--- config.mk ---
export PLATFORM = sky130hd
export DESIGN_NAME = jtag_tap_core
export DESIGN_NICKNAME = d
export VERILOG_FILES = /design/src/rtl/jtag_tap_core.sv
export SDC_FILE = /design/constraint.sdc
export NUM_CORES = 1
export LEC_CHECK = 0
export ABC_AREA = 1
export ABC_CLOCK_PERIOD_IN_PS = 2500
export BUFFER_PORTS_ARGS = -buffer_cell sky130_fd_sc_hd__buf_2
export CELL_PAD_IN_SITES_DETAIL_PLACEMENT = 1
export CELL_PAD_IN_SITES_GLOBAL_PLACEMENT = 1
export CORE_ASPECT_RATIO = 0.9
export CORE_MARGIN = 3
export CORE_UTILIZATION = 44
export CTS_BUF_LIST = sky130_fd_sc_hd__clkbuf_8 sky130_fd_sc_hd__clkbuf_16
export CTS_CLUSTER_DIAMETER = 40
export DETAILED_ROUTE_END_ITERATION = 7
export PLACE_DENSITY_LB_ADDON = 0.1
export SETUP_SLACK_MARGIN = 0.02
export SKIP_CTS_REPAIR_TIMING = 1
export SLEW_MARGIN = 20
export SYNTH_ARGS = -nofsm -noshare
export SYNTH_HDL_FRONTEND = slang
export SYNTH_SLANG_ARGS = --single-unit
--- constraint.sdc ---
create_clock -name TCK -period 2.5 [get_ports TCK]
set_input_delay 0.5 -clock TCK [delete_from_list [all_inputs] [get_ports TCK]]
set_output_delay 0.5 -clock TCK [all_outputs]
set_load 0.01 [all_outputs]
--- src/rtl/jtag_tap_core.sv ---
// IEEE 1149.1 TAP controller with IR, IDCODE and BYPASS registers,
// plus select/strobe access to NUM_USER external user data registers.
module jtag_tap_core #(
   parameter int          IR_WIDTH = 4,
   parameter logic [31:0] IDCODE   = 32'h1234_5001,
   parameter int          NUM_USER = 2
) (
   input  logic                TCK,
   input  logic                TRST,
   input  logic                TMS,
   input  logic                TDI,
   output logic                TDO,
   output logic                Enable,
   input  logic [NUM_USER-1:0] UserTDO,
   output logic [NUM_USER-1:0] UserSel,
   output logic                CaptureDR,
   output logic                ShiftDR,
   output logic                UpdateDR,
   output logic                CaptureIR,
   output logic                ShiftIR,
   output logic                UpdateIR,
   output logic                Select,
   output logic                Reset,
   output logic [IR_WIDTH-1:0] Instr,
   output logic [3:0]          State
);

   typedef enum logic [3:0] {
      TLR      = 4'hF, RTI      = 4'hC,
      SEL_DR   = 4'h7, CAP_DR   = 4'h6, SH_DR = 4'h2, EX1_DR = 4'h1,
      PAUSE_DR = 4'h3, EX2_DR   = 4'h0, UPD_DR = 4'h5,
      SEL_IR   = 4'h4, CAP_IR   = 4'hE, SH_IR = 4'hA, EX1_IR = 4'h9,
      PAUSE_IR = 4'hB, EX2_IR   = 4'h8, UPD_IR = 4'hD
   } state_e;

   localparam logic [IR_WIDTH-1:0] OP_IDCODE = IR_WIDTH'(1);

   state_e              state_q, state_d;
   logic [IR_WIDTH-1:0] ir_q, ir_d;
   logic [IR_WIDTH-1:0] instr_q, instr_d;
   logic [31:0]         id_q, id_d;
   logic                byp_q, byp_d;
   logic                tdo_q, en_q;
   logic                src, user_tdo;

   always_ff @(posedge TCK) begin
      if (TRST) begin
         state_q <= TLR;
         ir_q    <= '0;
         instr_q <= OP_IDCODE;
         id_q    <= IDCODE;
         byp_q   <= 1'b0;
      end else begin
         state_q <= state_d;
         ir_q    <= ir_d;
         instr_q <= instr_d;
         id_q    <= id_d;
         byp_q   <= byp_d;
      end
   end

   always_comb begin
      state_d = state_q;
      unique case (state_q)
         TLR:      state_d = TMS ? TLR      : RTI;
         RTI:      state_d = TMS ? SEL_DR   : RTI;
         SEL_DR:   state_d = TMS ? SEL_IR   : CAP_DR;
         SEL_IR:   state_d = TMS ? TLR      : CAP_IR;
         CAP_DR:   state_d = TMS ? EX1_DR   : SH_DR;
         SH_DR:    state_d = TMS ? EX1_DR   : SH_DR;
         EX1_DR:   state_d = TMS ? UPD_DR   : PAUSE_DR;
         PAUSE_DR: state_d = TMS ? EX2_DR   : PAUSE_DR;
         EX2_DR:   state_d = TMS ? UPD_DR   : SH_DR;
         UPD_DR:   state_d = TMS ? SEL_DR   : RTI;
         CAP_IR:   state_d = TMS ? EX1_IR   : SH_IR;
         SH_IR:    state_d = TMS ? EX1_IR   : SH_IR;
         EX1_IR:   state_d = TMS ? UPD_IR   : PAUSE_IR;
         PAUSE_IR: state_d = TMS ? EX2_IR   : PAUSE_IR;
         EX2_IR:   state_d = TMS ? UPD_IR   : SH_IR;
         UPD_IR:   state_d = TMS ? SEL_DR   : RTI;
      endcase
   end

   always_comb begin
      ir_d    = ir_q;
      instr_d = instr_q;
      id_d    = id_q;
      byp_d   = byp_q;
      case (state_q)
         CAP_IR: ir_d = IR_WIDTH'(1);
         SH_IR:  ir_d = {TDI, ir_q[IR_WIDTH-1:1]};
         UPD_IR: instr_d = ir_q;
         CAP_DR: begin
            id_d  = IDCODE;
            byp_d = 1'b0;
         end
         SH_DR: begin
            id_d  = {TDI, id_q[31:1]};
            byp_d = TDI;
         end
         default: ;
      endcase
      // IDCODE is active on every edge in TLR and also on the edge entering it
      if (state_q == TLR || state_d == TLR)
         instr_d = OP_IDCODE;
   end

   always_comb begin
      UserSel = '0;
      for (int k = 0; k < NUM_USER; k++)
         UserSel[k] = (instr_q == IR_WIDTH'(k + 2));
   end

   assign user_tdo = |(UserSel & UserTDO);

   always_comb begin
      src = byp_q;
      if (state_q == SH_IR)
         src = ir_q[0];
      else if (instr_q == OP_IDCODE)
         src = id_q[0];
      else if (|UserSel)
         src = user_tdo;
   end

   always_ff @(negedge TCK) begin
      if (TRST) begin
         tdo_q <= 1'b0;
         en_q  <= 1'b0;
      end else if (state_q == SH_IR || state_q == SH_DR) begin
         tdo_q <= src;
         en_q  <= 1'b1;
      end else begin
         tdo_q <= 1'b0;
         en_q  <= 1'b0;
      end
   end

   assign TDO       = tdo_q;
   assign Enable    = en_q;
   assign CaptureDR = (state_q == CAP_DR);
   assign ShiftDR   = (state_q == SH_DR);
   assign UpdateDR  = (state_q == UPD_DR);
   assign CaptureIR = (state_q == CAP_IR);
   assign ShiftIR   = (state_q == SH_IR);
   assign UpdateIR  = (state_q == UPD_IR);
   assign Select    = state_q inside {SEL_IR, CAP_IR, SH_IR, EX1_IR,
                                      PAUSE_IR, EX2_IR, UPD_IR};
   assign Reset     = (state_q == TLR);
   assign Instr     = instr_q;
   assign State     = state_q;

endmodule

==> results.ini <==
[flow_run]
cap_violations = 0

[outcome]
violations = negative setup slack
status = finished, violations left

[synthesis]
synthDistinctLibCells = 26
ys_ff_latch = 46
synth-main-ff-cell = dfxtp_1
yosys_warnings = 0
synth_edf_count = 0
synth_fp_nets = 255
synthArstFlopShare_pct = 0
syn_area_um2 = 1960
ys_seq_area_share_pct = 47.0
synth_area_per_cell_um2 = 7.86
syn_inst = 249

[global_routing]
grt_overflow = 0
grt_pass1_wl_um = 7690
grt_pass1_vias = 1624
antenna_found_initial = 0
grt_max_degree = 26
grt_use_total_pct = 17.9

[placement]
place.gp.congestion = 0.848
dp_hpwl_um = 3200
post_dp_cell_area_um2 = 2160
place_ws_ps = -4.46
port_buffers = 25

[clocking]
cts_root_buf = clkbuf_8
clk_pin_slew_ps = 90
cts_inserted_buffers = 5
cts_tree = yes
clk_path_buf_depth = 2
htreeDepth = 2
clock_latency_ps = 360
clock_sinks = 46

[worst_setup_path]
slowest_stage = dfxtp_2
required_ps = 2000
end_kind = primary output
critPathLaunchType = flop
r2r_cells = 7
cp_cell_sequence = buf_6
crit_family = flip-flops
critPathBufInv = 1
critPathKind = reg -> out
critical_path_arrival_ps = 2040
cpPeakStageDelay_ps = 310
cp_max_fo = 1
path_depth = 1

[power]
power.density_nw_per_um2 = 971
p_sw_mw = 0.871
p_sw_share_pct = 39.0
pwr-share-clk_pct = 24.2
ir_drop_v = 0.000432
leakage_nw = 1.07
power.internal_mw = 1.36
power_frac_seq_pct = 38.1
p_comb_share_pct = 37.7

[timing]
rsz0062_at_grt = true
setup_violations = 2
worst_pin_slew_ps = 775
post-route-worst-setup-slack_ps = -37.3
final.setup_skew_ps = 68.3
slew_viol_final = 0
finalHoldViolCount = 0
tns_ps = -61.5
relSlewSlack_pct = 48.2
holdWs_ps = 432

[hold_path]
hold_path.class = in -> reg
worstHoldPathCells = 2

[layout]
areaGrowthSynthToFinish_pct = 17.5
diodes = 0
final_cell_area_um2 = 2300
fin_nets = 287
drive_gt1_share_pct = 27.0

[routing]
ant_nets = 0
initialDrtViolationCount = 87
post_drt_wl_per_cell_um = 13.2
wirelength_um = 4510
drcViolationCount = 0
viasPerCell = 4.87
vias = 1666
dr.pass1.iters = 3

[die]
die_y_um = 69.3
die_w_um = 76.3
initial_core_util_pct = 46.8
num_rows = 22
dieArea_um2 = 5290
pin_count = 26
core_um2 = 4180

cell families (layout without fill, tap and decap cells):
kind of cell | count (synthesis) | in the layout | synth area share, %
AOI/OAI and AO/OA | 52 | 52 | 15.5
and+or+nand+nor | 92 | 92 | 24.9
DFF | 46 | 46 | 47.0
buffers and inverters | 59 | 92 | 12.5
per-layer routing:
layer	global-route usage [%]	vias up	wire length (um)	part of all wire, %
li1	-	865	-	-
met1	24.5	768	2310	51
met2	28.4	26	1990	44
met3	3.77	7	154	3.4
met4	5.43	0	55	1.2
met5	0	-	0	0
power groups by stage:
stage,Clock [mW],Sequential [mW],Combinational (mW)
2_1_floorplan,0.00752,0.879,0.603
5_1_grt,0.598,0.860,0.945
3_3_place_gp,0.00752,0.866,0.833
3_5_place_dp,0.00752,0.868,0.839
6_report,0.541,0.851,0.841
4_1_cts,0.551,0.851,0.849
registers in the layout, indices dropped and copies added, names as in the netlist:
name	cells
id_q	32
ir_q	4
State	4
Instr	4
TDO	1
Enable	1
cells in the mapped netlist (3+ instances only):
cell type | number | area (um^2)
nor2_2 | 6 | 37.5
o21ai_0 | 28 | 140
dfxtp_1 | 46 | 921
inv_2 | 8 | 30.0
nand2_1 | 33 | 124
a21oi_1 | 3 | 15.0
nand2_2 | 8 | 50.1
nand4_1 | 4 | 25.0
nand3_1 | 19 | 95.1
buf_2 | 5 | 25.0
nor2_1 | 12 | 45.0
o22ai_1 | 17 | 106
inv_1 | 42 | 158
final cells by class:
cell class | instances | area [um^2]
Clock buffer | 6 | 93.8
Multi-Input combinational cell | 144 | 805
Tap cell | 60 | 75.1
Timing Repair Buffer | 32 | 190
Clock inverter | 4 | 23.8
Inverter | 50 | 190
Sequential cell | 46 | 923
Fill cell | 539 | 1880
layout by cell type, fill, tap and decap left out, types with 3 or more instances in the layout:
master    count
dfxtp_1      44
inv_1        43
nand2_1      33
o21ai_0      28
buf_2        23
nand3_1      19
o22ai_1      17
nor2_1       11
inv_2         8
nand2_2       8
buf_4         7
nor2_2        6
clkbuf_8      5
nand4_1       4
nor2_4        3
a21oi_1       3
metrics by stage:
step	power (mW)	utilization, %	std cells
after floorplan	1.49	-	249
final	2.23	55.0	342
after detailed placement	1.71	51.6	333
after CTS	2.25	54.3	342
after global routing	2.40	55.0	342
after global placement	1.71	51.6	333
path summary, 6_finish.rpt:
check	end	start	slack, ps
max	Enable	Enable$_SDFF_NP0_	-40
min	ir_q[1]$_SDFFE_PP0N_	TRST	430
max reg2reg	TDO$_SDFF_NP0_	Instr[3]$_SDFFE_PP0P_	70
min reg2reg	id_q[21]$_SDFFE_PP1N_	id_q[21]$_SDFFE_PP1N_	460
(Power assumes the default switching activity.)
